## src/rtl/phase_clock_pkg.sv

```systemverilog
// Shared types and helpers for the N-phase non-overlapping clock generator.
package phase_clock_pkg;

  localparam int MAX_PHASES = 16;

  typedef enum logic [1:0] {
    ST_IDLE = 2'd0,
    ST_SLOT = 2'd1,
    ST_GAP  = 2'd2
  } phase_state_e;

  // Width of the phase index; at least one bit even for two phases.
  function automatic int phase_idx_w(input int n);
    return (n <= 2) ? 1 : $clog2(n);
  endfunction

endpackage

```

## src/rtl/phase_slot_counter.sv

```systemverilog
// Loadable down-counter timing one slot or gap; tc_o flags the last cycle.
// Load has priority; otherwise counts down and holds at zero.
module phase_slot_counter
  import phase_clock_pkg::*;
#(
  parameter int CNT_W = 8
) (
  input  logic             clk_i,
  input  logic             rst_n_i,
  input  logic             load_i,
  input  logic [CNT_W-1:0] load_val_i,
  output logic             tc_o
);

  logic [CNT_W-1:0] cnt_q, cnt_d;

  always_comb begin
    cnt_d = cnt_q;
    if (load_i) begin
      cnt_d = load_val_i;
    end else if (cnt_q != '0) begin
      cnt_d = cnt_q - CNT_W'(1);
    end
  end

  always_ff @(posedge clk_i) begin
    if (!rst_n_i) begin
      cnt_q <= '0;
    end else begin
      cnt_q <= cnt_d;
    end
  end

  assign tc_o = (cnt_q == '0);

endmodule

```

## src/rtl/phase_clock_gen.sv

```systemverilog
// Programmable N-phase non-overlapping clock generator: round-robin phase
// enables of L cycles each, separated by G dead cycles, all outputs registered.
module phase_clock_gen
  import phase_clock_pkg::*;
#(
  parameter int NUM_PHASES = 2,
  parameter int CNT_W      = 8
) (
  input  logic                  clkIn,
  input  logic                  rstN,
  input  logic                  enable,
  input  logic [CNT_W-1:0]      slotLen,
  input  logic [CNT_W-1:0]      gapLen,
  output logic [NUM_PHASES-1:0] phaseOut,
  output logic                  roundStrobe,
  output logic                  running
);

  localparam int IDX_W = phase_idx_w(NUM_PHASES);
  localparam logic [IDX_W-1:0]      LAST_IDX = IDX_W'(NUM_PHASES - 1);
  localparam logic [NUM_PHASES-1:0] PHASE0   = NUM_PHASES'(1);

  phase_state_e          state_q, state_d;
  logic [IDX_W-1:0]      idx_q, idx_d;
  logic [NUM_PHASES-1:0] phase_q, phase_d;
  logic                  strobe_q, strobe_d;
  logic                  running_q, running_d;
  logic [CNT_W-1:0]      l_q, l_d;
  logic [CNT_W-1:0]      g_q, g_d;

  logic             cnt_load;
  logic [CNT_W-1:0] cnt_val;
  logic             cnt_tc;
  logic             start_round;
  logic             next_phase;
  logic [CNT_W-1:0] l_new;

  assign l_new = (slotLen == '0) ? CNT_W'(1) : slotLen;

  phase_slot_counter #(.CNT_W(CNT_W)) u_cnt (
    .clk_i      (clkIn),
    .rst_n_i    (rstN),
    .load_i     (cnt_load),
    .load_val_i (cnt_val),
    .tc_o       (cnt_tc)
  );

  always_comb begin
    state_d     = state_q;
    idx_d       = idx_q;
    phase_d     = phase_q;
    strobe_d    = 1'b0;
    running_d   = running_q;
    l_d         = l_q;
    g_d         = g_q;
    cnt_load    = 1'b0;
    cnt_val     = '0;
    start_round = 1'b0;
    next_phase  = 1'b0;

    unique case (state_q)
      ST_IDLE: begin
        if (enable) start_round = 1'b1;
      end
      ST_SLOT: begin
        if (cnt_tc) begin
          if (g_q != '0) begin
            state_d  = ST_GAP;
            phase_d  = '0;
            cnt_load = 1'b1;
            cnt_val  = g_q - CNT_W'(1);
          end else begin
            next_phase = 1'b1;
          end
        end
      end
      ST_GAP: begin
        if (cnt_tc) next_phase = 1'b1;
      end
      default: state_d = ST_IDLE;
    endcase

    // Round boundary: enable is only consulted after the last phase finishes.
    if (next_phase) begin
      if (idx_q == LAST_IDX) begin
        if (enable) begin
          start_round = 1'b1;
        end else begin
          state_d   = ST_IDLE;
          idx_d     = '0;
          phase_d   = '0;
          running_d = 1'b0;
        end
      end else begin
        state_d  = ST_SLOT;
        idx_d    = idx_q + IDX_W'(1);
        phase_d  = PHASE0 << idx_d;
        cnt_load = 1'b1;
        cnt_val  = l_q - CNT_W'(1);
      end
    end

    if (start_round) begin
      state_d   = ST_SLOT;
      idx_d     = '0;
      phase_d   = PHASE0;
      strobe_d  = 1'b1;
      running_d = 1'b1;
      l_d       = l_new;
      g_d       = gapLen;
      cnt_load  = 1'b1;
      cnt_val   = l_new - CNT_W'(1);
    end
  end

  always_ff @(posedge clkIn) begin
    if (!rstN) begin
      state_q   <= ST_IDLE;
      idx_q     <= '0;
      phase_q   <= '0;
      strobe_q  <= 1'b0;
      running_q <= 1'b0;
      l_q       <= CNT_W'(1);
      g_q       <= '0;
    end else begin
      state_q   <= state_d;
      idx_q     <= idx_d;
      phase_q   <= phase_d;
      strobe_q  <= strobe_d;
      running_q <= running_d;
      l_q       <= l_d;
      g_q       <= g_d;
    end
  end

  assign phaseOut    = phase_q;
  assign roundStrobe = strobe_q;
  assign running     = running_q;

endmodule

```

## config.mk

```make
export PLATFORM = sky130hd
export DESIGN_NAME = phase_clock_gen
export DESIGN_NICKNAME = d
export VERILOG_FILES = /design/src/rtl/phase_clock_pkg.sv /design/src/rtl/phase_slot_counter.sv /design/src/rtl/phase_clock_gen.sv
export SDC_FILE = /design/constraint.sdc
export NUM_CORES = 1
export LEC_CHECK = 0
export CORE_ASPECT_RATIO = 1.1
export CORE_MARGIN = 2
export CORE_UTILIZATION = 40
export DETAILED_ROUTE_END_ITERATION = 10
export SETUP_SLACK_MARGIN = 0.5
export SYNTH_ARGS = -nofsm -noshare
export SYNTH_HDL_FRONTEND = slang
export SYNTH_SLANG_ARGS = --single-unit
```

## constraint.sdc

```tcl
create_clock -name clkIn -period 2.5 [get_ports clkIn]
set_clock_uncertainty 0.15 [all_clocks]
set_input_delay 0.5 -clock clkIn [delete_from_list [all_inputs] [get_ports clkIn]]
set_output_delay 0.5 -clock clkIn [all_outputs]
set_load 0.01 [all_outputs]
```

Word level (Yosys, flattened, before mapping). Cells that the tools add are included.

Add/subtract/negate cells: 5. Eq/ne operators: 3. Shift-type cells: 1. Multiplexer cells: 44. Bitwise gates (word level): 1. Reductions and logical operators: 11.

Operator list (count): 2-to-1 mux 8 bit (9); subtractor 8 x 1 -> 8 bit (second input constant) (4); 2-to-1 mux 1 bit (22); 2-to-1 mux 2 bit (11); zero test 8 bit (2); nonzero test 8 bit (2); nonzero test 2 bit (3); case mux 2 bit (2 select lines) (1); OR reduction 2 bit (2); AND reduction 3 bit (1); == test 2 x 1 -> 1 bit (second input constant) (1); == test 2 bit (second input constant) (1); zero test 2 bit (1); inequality test 2 x 1 -> 1 bit (second input constant) (1); case mux 1 bit (2 select lines) (1); << shifter 1 x 1 -> 2 bit (first input constant) (1); adder 1 bit (second input constant) (1); inverter 1 bit (1).

Register bits: 31. Logic and storage cells: 75.

Logic depth before layout (Yosys ltp).
Word-level depth: 8. Depth in mapped cells: 9. Mapped depth without buffers: 9.

Hierarchy. Synthesis repeated with hierarchy kept, for this count alone.

Cells, all modules: 253. Area, all modules: 2031.9 um^2.

By module, submodules not included: phase_clock_gen (instances 1, cells an instance 202, area each 1574.0 um^2, sequential area each 460.4 um^2); phase_slot_counter (instances 1, cells an instance 51, area each 457.9 um^2, sequential area each 160.2 um^2).

Worst setup path after synthesis. No wires, ideal clock.

Kind: input to register. Start point: in slotLen[3]. End point: reg u_cnt.cnt_q[4]. Setup time: 0.115 ns. Arrival time: 2.025 ns. Setup slack: 0.210 ns. Stages on the path: 9. Cell sequence: or4_1 nor3_1 a21oi_1 ha_1 inv_1 or3_1 xor2_1 nor2_1 o21a_1.

Word-level cells in the longest chain between the ends: 5.

RTL lines: start: declaration (RTL line phase_clock_gen.sv:12) `input logic [CNT_W-1:0] slotLen,`; zero test 8 bit (RTL line phase_clock_gen.sv:38) `assign l_new = (slotLen == '0) ? CNT_W'(1) : slotLen;`; 2-to-1 mux 8 bit (*) (RTL line phase_clock_gen.sv:38); subtractor 8 x 1 -> 8 bit (*) (RTL line phase_clock_gen.sv:112) `cnt_val = l_new - CNT_W'(1);`; 2-to-1 mux 8 bit (*) (RTL line phase_clock_gen.sv:103) `if (start_round) begin`; 2-to-1 mux 8 bit (*) (RTL line phase_slot_counter.sv:19) `if (load_i) begin`; end signal: assignment (RTL line phase_slot_counter.sv:30) `cnt_q <= cnt_d;`; end: declaration (RTL line phase_slot_counter.sv:15) `logic [CNT_W-1:0] cnt_q, cnt_d;`.

Mark *: on every way between the ends. The rest lies on a longest branch, timed or not. A chain may end at the register's enable or synchronous reset.

Worst setup path in the final report.
Start point: reg g_q[3]. End point: reg u_cnt.cnt_q[7].

Word-level cells in the longest chain between the ends: 8. Elaborated cells on any way between the ends: 20. Classes of those cells: add/sub (1); mux (17); reduce/logical (2).

RTL lines: start: declaration (RTL line phase_clock_gen.sv:29) `logic [CNT_W-1:0] g_q, g_d;`; start signal: assignment (RTL line phase_clock_gen.sv:132) `g_q <= g_d;`; subtractor 8 x 1 -> 8 bit / nonzero test 8 bit (equally long branches) (RTL line phase_clock_gen.sv:71, phase_clock_gen.sv:67); 2-to-1 mux 8 bit / 2-to-1 mux 1 bit (equally long branches) (RTL line phase_clock_gen.sv:67) `if (g_q != '0) begin`; 2-to-1 mux 8 bit / 2-to-1 mux 1 bit (equally long branches) (RTL line phase_clock_gen.sv:66) `if (cnt_tc) begin`; 2-to-1 mux 8 bit / 2-to-1 mux 1 bit (equally long branches) (RTL line phase_clock_gen.sv:61) `unique case (state_q)`; 2-to-1 mux 8 bit / 2-to-1 mux 1 bit (equally long branches) (RTL line phase_clock_gen.sv:85) `if (idx_q == LAST_IDX) begin`; 2-to-1 mux 8 bit / 2-to-1 mux 1 bit (equally long branches) (RTL line phase_clock_gen.sv:84) `if (next_phase) begin`; 2-to-1 mux 8 bit / 2-to-1 mux 1 bit (equally long branches) (RTL line phase_clock_gen.sv:103); 2-to-1 mux 8 bit / nonzero test 2 bit (equally long branches).

Several ways; a longest one is shown, not always the timed one.

==> Implementation_results.wiki <==
{| class="wikitable"
! Metric !! Value
|-
| DRC violations left || 0
|-
| Initial Util || 41.6%
|-
| Post-route setup slack || between 0.3 and 0.4 ns
|-
| Via count of the first global-routing pass || approximately 2100
|-
| Flip-flop cell with the highest count after synthesis || sky130_fd_sc_hd__dfxtp_1
|-
| Upper clock frequency limit || approximately 470 MHz
|-
| Crit-path max FO || 6
|-
| Top-count cell post-synth || sky130_fd_sc_hd__nand2_1
|-
| Worst-path clk slew || about 0.07 ns
|-
| Hold slack final || ~0.32 ns
|-
| Transition time at the pin with the least slew margin || 0.505 ns
|-
| DR vias/cell || around 5.7
|-
| First-pass GRT wire length || ~11000 µm
|-
| Detailed Route Iter0 Violations || about 130
|-
| Core Region || roughly 0.0050 mm²
|-
| Number of nets in the synthesized netlist || 277
|-
| CP startpoint kind || flop
|-
| Post-route minimum period || approximately 2.1 ns
|-
| Post-CTS Hold Buffers || 0
|-
| Largest area contributor in the synthesized netlist || sky130_fd_sc_hd__dfxtp_1
|-
| Sequential cell area fraction in the yosys report || ~30%
|-
| Tot Pwr || between 2 and 2.5 mW
|-
| TritonCTS sink count || 31
|-
| Most frequent cells after synthesis || sky130_fd_sc_hd__nand2_1 (43), sky130_fd_sc_hd__dfxtp_1 (31), sky130_fd_sc_hd__a21oi_1 (25)
|-
| Result of the run || finished clean
|-
| Internal power || about 1.4 mW
|-
| Chip Height || between 70 and 80 µm
|-
| Period Utilization, post-route || between 80% and 90%
|-
| Static Leakage || approximately 1.3 nW
|-
| IR drop worst, VDD || approximately 0.32 mV
|-
| Detailed-route wire length per cell || roughly 17 µm
|-
| Endpoints failing hold || 0
|-
| Post-synth EDFFs || 0
|-
| Die boundary width || 72.7 µm
|-
| Sw Pwr || 748 µW
|-
| Clock group share of total power || between 20 and 25%
|-
| Filler Cell Count || 410
|-
| Post-Synthesis Cells || 248
|-
| Number of flip-flops and latches in the synthesized netlist || 31
|-
| Final routed wirelength across all metal layers || roughly 6600 µm
|-
| Vias || roughly 2200
|-
| Worst Path Required || 2.49 ns
|-
| Final core occ || about 65%
|-
| Count of buffers from port buffering || 22
|-
| Sw Ratio || a little over a third
|-
| Die footprint || slightly below 0.006 mm²
|-
| RSZ-0062 raised after global routing || true
|-
| Fraction of synthesized cell area taken by the top area cell type || ~30%
|-
| Count of H-tree levels built during CTS || 2
|-
| Placement row count || 27
|-
| Clk buf depth || 2
|-
| Initial antenna violation count || 0
|-
| Endpoint arrival time on the critical path || roughly 2.1 ns
|-
| Combinational share of power || a little under half
|-
| Final weighted congestion in routability-driven placement || about 0.88
|-
| Clock root buffer || sky130_fd_sc_hd__clkbuf_8
|-
| Fin nets || between 300 and 400
|-
| Number of routed nets with antenna violations || 0
|-
| Cell variety after synth || 57
|-
| Crit path capture type || flop
|-
| Largest net degree at the start of global routing || 15
|-
| Clock Latency Late Sink || roughly 0.29 ns
|-
| Number of buffers created by CTS || 5
|-
| Drt pass-1 iters || 5
|-
| Crit path kind || flop to flop
|-
| Minimum setup slack after placement || -0.158 ns
|-
| Leading cell types by total area after synthesis || sky130_fd_sc_hd__dfxtp_1 (30%), sky130_fd_sc_hd__nand2_1 (7.8%), sky130_fd_sc_hd__a21oi_1 (6.0%)
|-
| Sum Neg Setup Slack || 0 ns
|-
| Worst hold path type || flop to flop
|-
| Ant diodes || 0
|-
| P&R area growth vs syn || 57.4%
|-
| Setup violations, final || 0
|-
| Worst max-slew margin expressed relative to the limit || roughly 66%
|-
| Synthesized area per cell || ~8.4 µm²
|-
| Seq pwr share || approximately 30%
|-
| DP HPWL || approximately 4200 µm
|-
| TritonCTS clock tree || yes
|-
| Overall fraction of global-route tracks in use || roughly a quarter
|-
| Max Cap Violations || 0
|-
| Boundary pin count || 23
|-
| Grt total ovfl || 0
|-
| Power per unit of standard cell area || 657 mW/mm²
|-
| Fraction of registers with async set/reset || 0%
|-
| Number of max-slew violations in the final report || 0
|-
| Yosys warning total || 0
|-
| Cell Area, Synth || 0.00208 mm²
|-
| Share of cells above drive strength 1 || a little under half
|}
-- path summary, 6_finish.rpt --
| kind | from | slack, ns | to | cells past startpoint |
|---|---|---|---|---|
| setup / recovery | g_q[3] | 0.37 | u_cnt.cnt_q[7] | 5 |
| hold / removal | running | 0.32 | running | 2 |
| setup reg to reg | g_q[3] | 0.37 | u_cnt.cnt_q[7] | 5 |
| hold reg to reg | running | 0.32 | running | 2 |
-- power by group through the flow --
stage | sequential [mW] | clock (mW) | combinational [mW]
global route | 0.643 | 0.558 | 1.06
global placement | 0.624 | 0 | 0.641
CTS | 0.630 | 0.537 | 0.907
finish | 0.635 | 0.522 | 0.992
detailed placement | 0.626 | 0 | 0.642
floorplan | 0.613 | 0 | 0.459
-- area by class of cell --
| class | count | area [µm²] | share of cell area, % |
|---|---|---|---|
| inverter | 13 | 53.8 | 1.64 |
| tap | 58 | 72.6 | 2.22 |
| clock inverter | 2 | 35.0 | 1.07 |
| timing repair buffer | 82 | 732 | 22.4 |
| clock buffer | 6 | 82.6 | 2.52 |
| sequential | 31 | 647 | 19.8 |
| multi-input combinational | 196 | 1650 | 50.4 |
-- per-layer routing --
layer | vias up | track usage [%] | routed length (µm)
met5 | - | 0 | 0
met4 | 0 | 9.26 | 130
met3 | 15 | 4.17 | 282
met2 | 67 | 38.4 | 3230
met1 | 1062 | 31.6 | 2910
li1 | 1083 | - | -
-- critical path: stages, from the launching register on --
cell and delay [ns]:
sky130_fd_sc_hd__dfxtp_4 0.37, sky130_fd_sc_hd__or4_4 0.56, sky130_fd_sc_hd__nor4_4 0.17, sky130_fd_sc_hd__mux2_4 0.33, sky130_fd_sc_hd__a41oi_2 0.25, sky130_fd_sc_hd__a311oi_2 0.15
-- timing repair --
action	4_1_cts	5_1_grt
resized for setup	87	25
pin swaps	34	12
endpoints found under the setup margin	31	29
buffers inserted	28	7
gates cloned	2	1
-- flip-flops by register name (all words and copies together), names as in the netlist --
signal,cells
idx_q,1
running,1
g_q,8
u_cnt.cnt_q,8
l_q,8
roundStrobe,1
state_q,2
phaseOut,2
-- cell usage in the layout (no fill, tap or decap), types with 3 or more instances in the layout --
master / count
sky130_fd_sc_hd__nand2_1: 37
sky130_fd_sc_hd__a211oi_1: 4
sky130_fd_sc_hd__nor3_1: 6
sky130_fd_sc_hd__o31ai_1: 4
sky130_fd_sc_hd__inv_1: 6
sky130_fd_sc_hd__ha_1: 6
sky130_fd_sc_hd__nand3_1: 3
sky130_fd_sc_hd__dlygate4sd2_1: 4
sky130_fd_sc_hd__dfxtp_4: 4
sky130_fd_sc_hd__a311oi_2: 4
sky130_fd_sc_hd__clkdlybuf4s50_1: 13
sky130_fd_sc_hd__o21ai_0: 5
sky130_fd_sc_hd__xor2_1: 8
sky130_fd_sc_hd__dfxtp_1: 18
sky130_fd_sc_hd__o31a_1: 3
sky130_fd_sc_hd__a21oi_2: 3
sky130_fd_sc_hd__o211ai_1: 5
sky130_fd_sc_hd__nor4_4: 5
sky130_fd_sc_hd__a21oi_1: 22
sky130_fd_sc_hd__o21a_1: 4
sky130_fd_sc_hd__inv_2: 5
sky130_fd_sc_hd__ha_4: 3
sky130_fd_sc_hd__nor2_1: 11
sky130_fd_sc_hd__clkbuf_8: 6
sky130_fd_sc_hd__dfxtp_2: 9
sky130_fd_sc_hd__buf_4: 44
sky130_fd_sc_hd__or4_4: 5
sky130_fd_sc_hd__buf_6: 15
sky130_fd_sc_hd__nand2_2: 4
-- metrics by stage --
stage / std cells / cell area, µm²
floorplan: 248 / 2120
global placement: 342 / 2540
detailed placement: 342 / 2540
CTS: 380 / 3120
global route: 388 / 3270
finish: 388 / 3270
-- kinds of logic after synthesis --
kind of cell | after synthesis | share of synthesized area (%)
xor gates and xnor gates | 11 | 4.64
adders and majority gates | 10 | 6.02
muxes | 5 | 2.59
DFF | 31 | 29.9
buffers and inverters | 22 | 5.42
and+or+nand+nor | 97 | 26.2
AOI/OAI and AO/OA | 72 | 25.2
(Power assumes the default switching activity.)
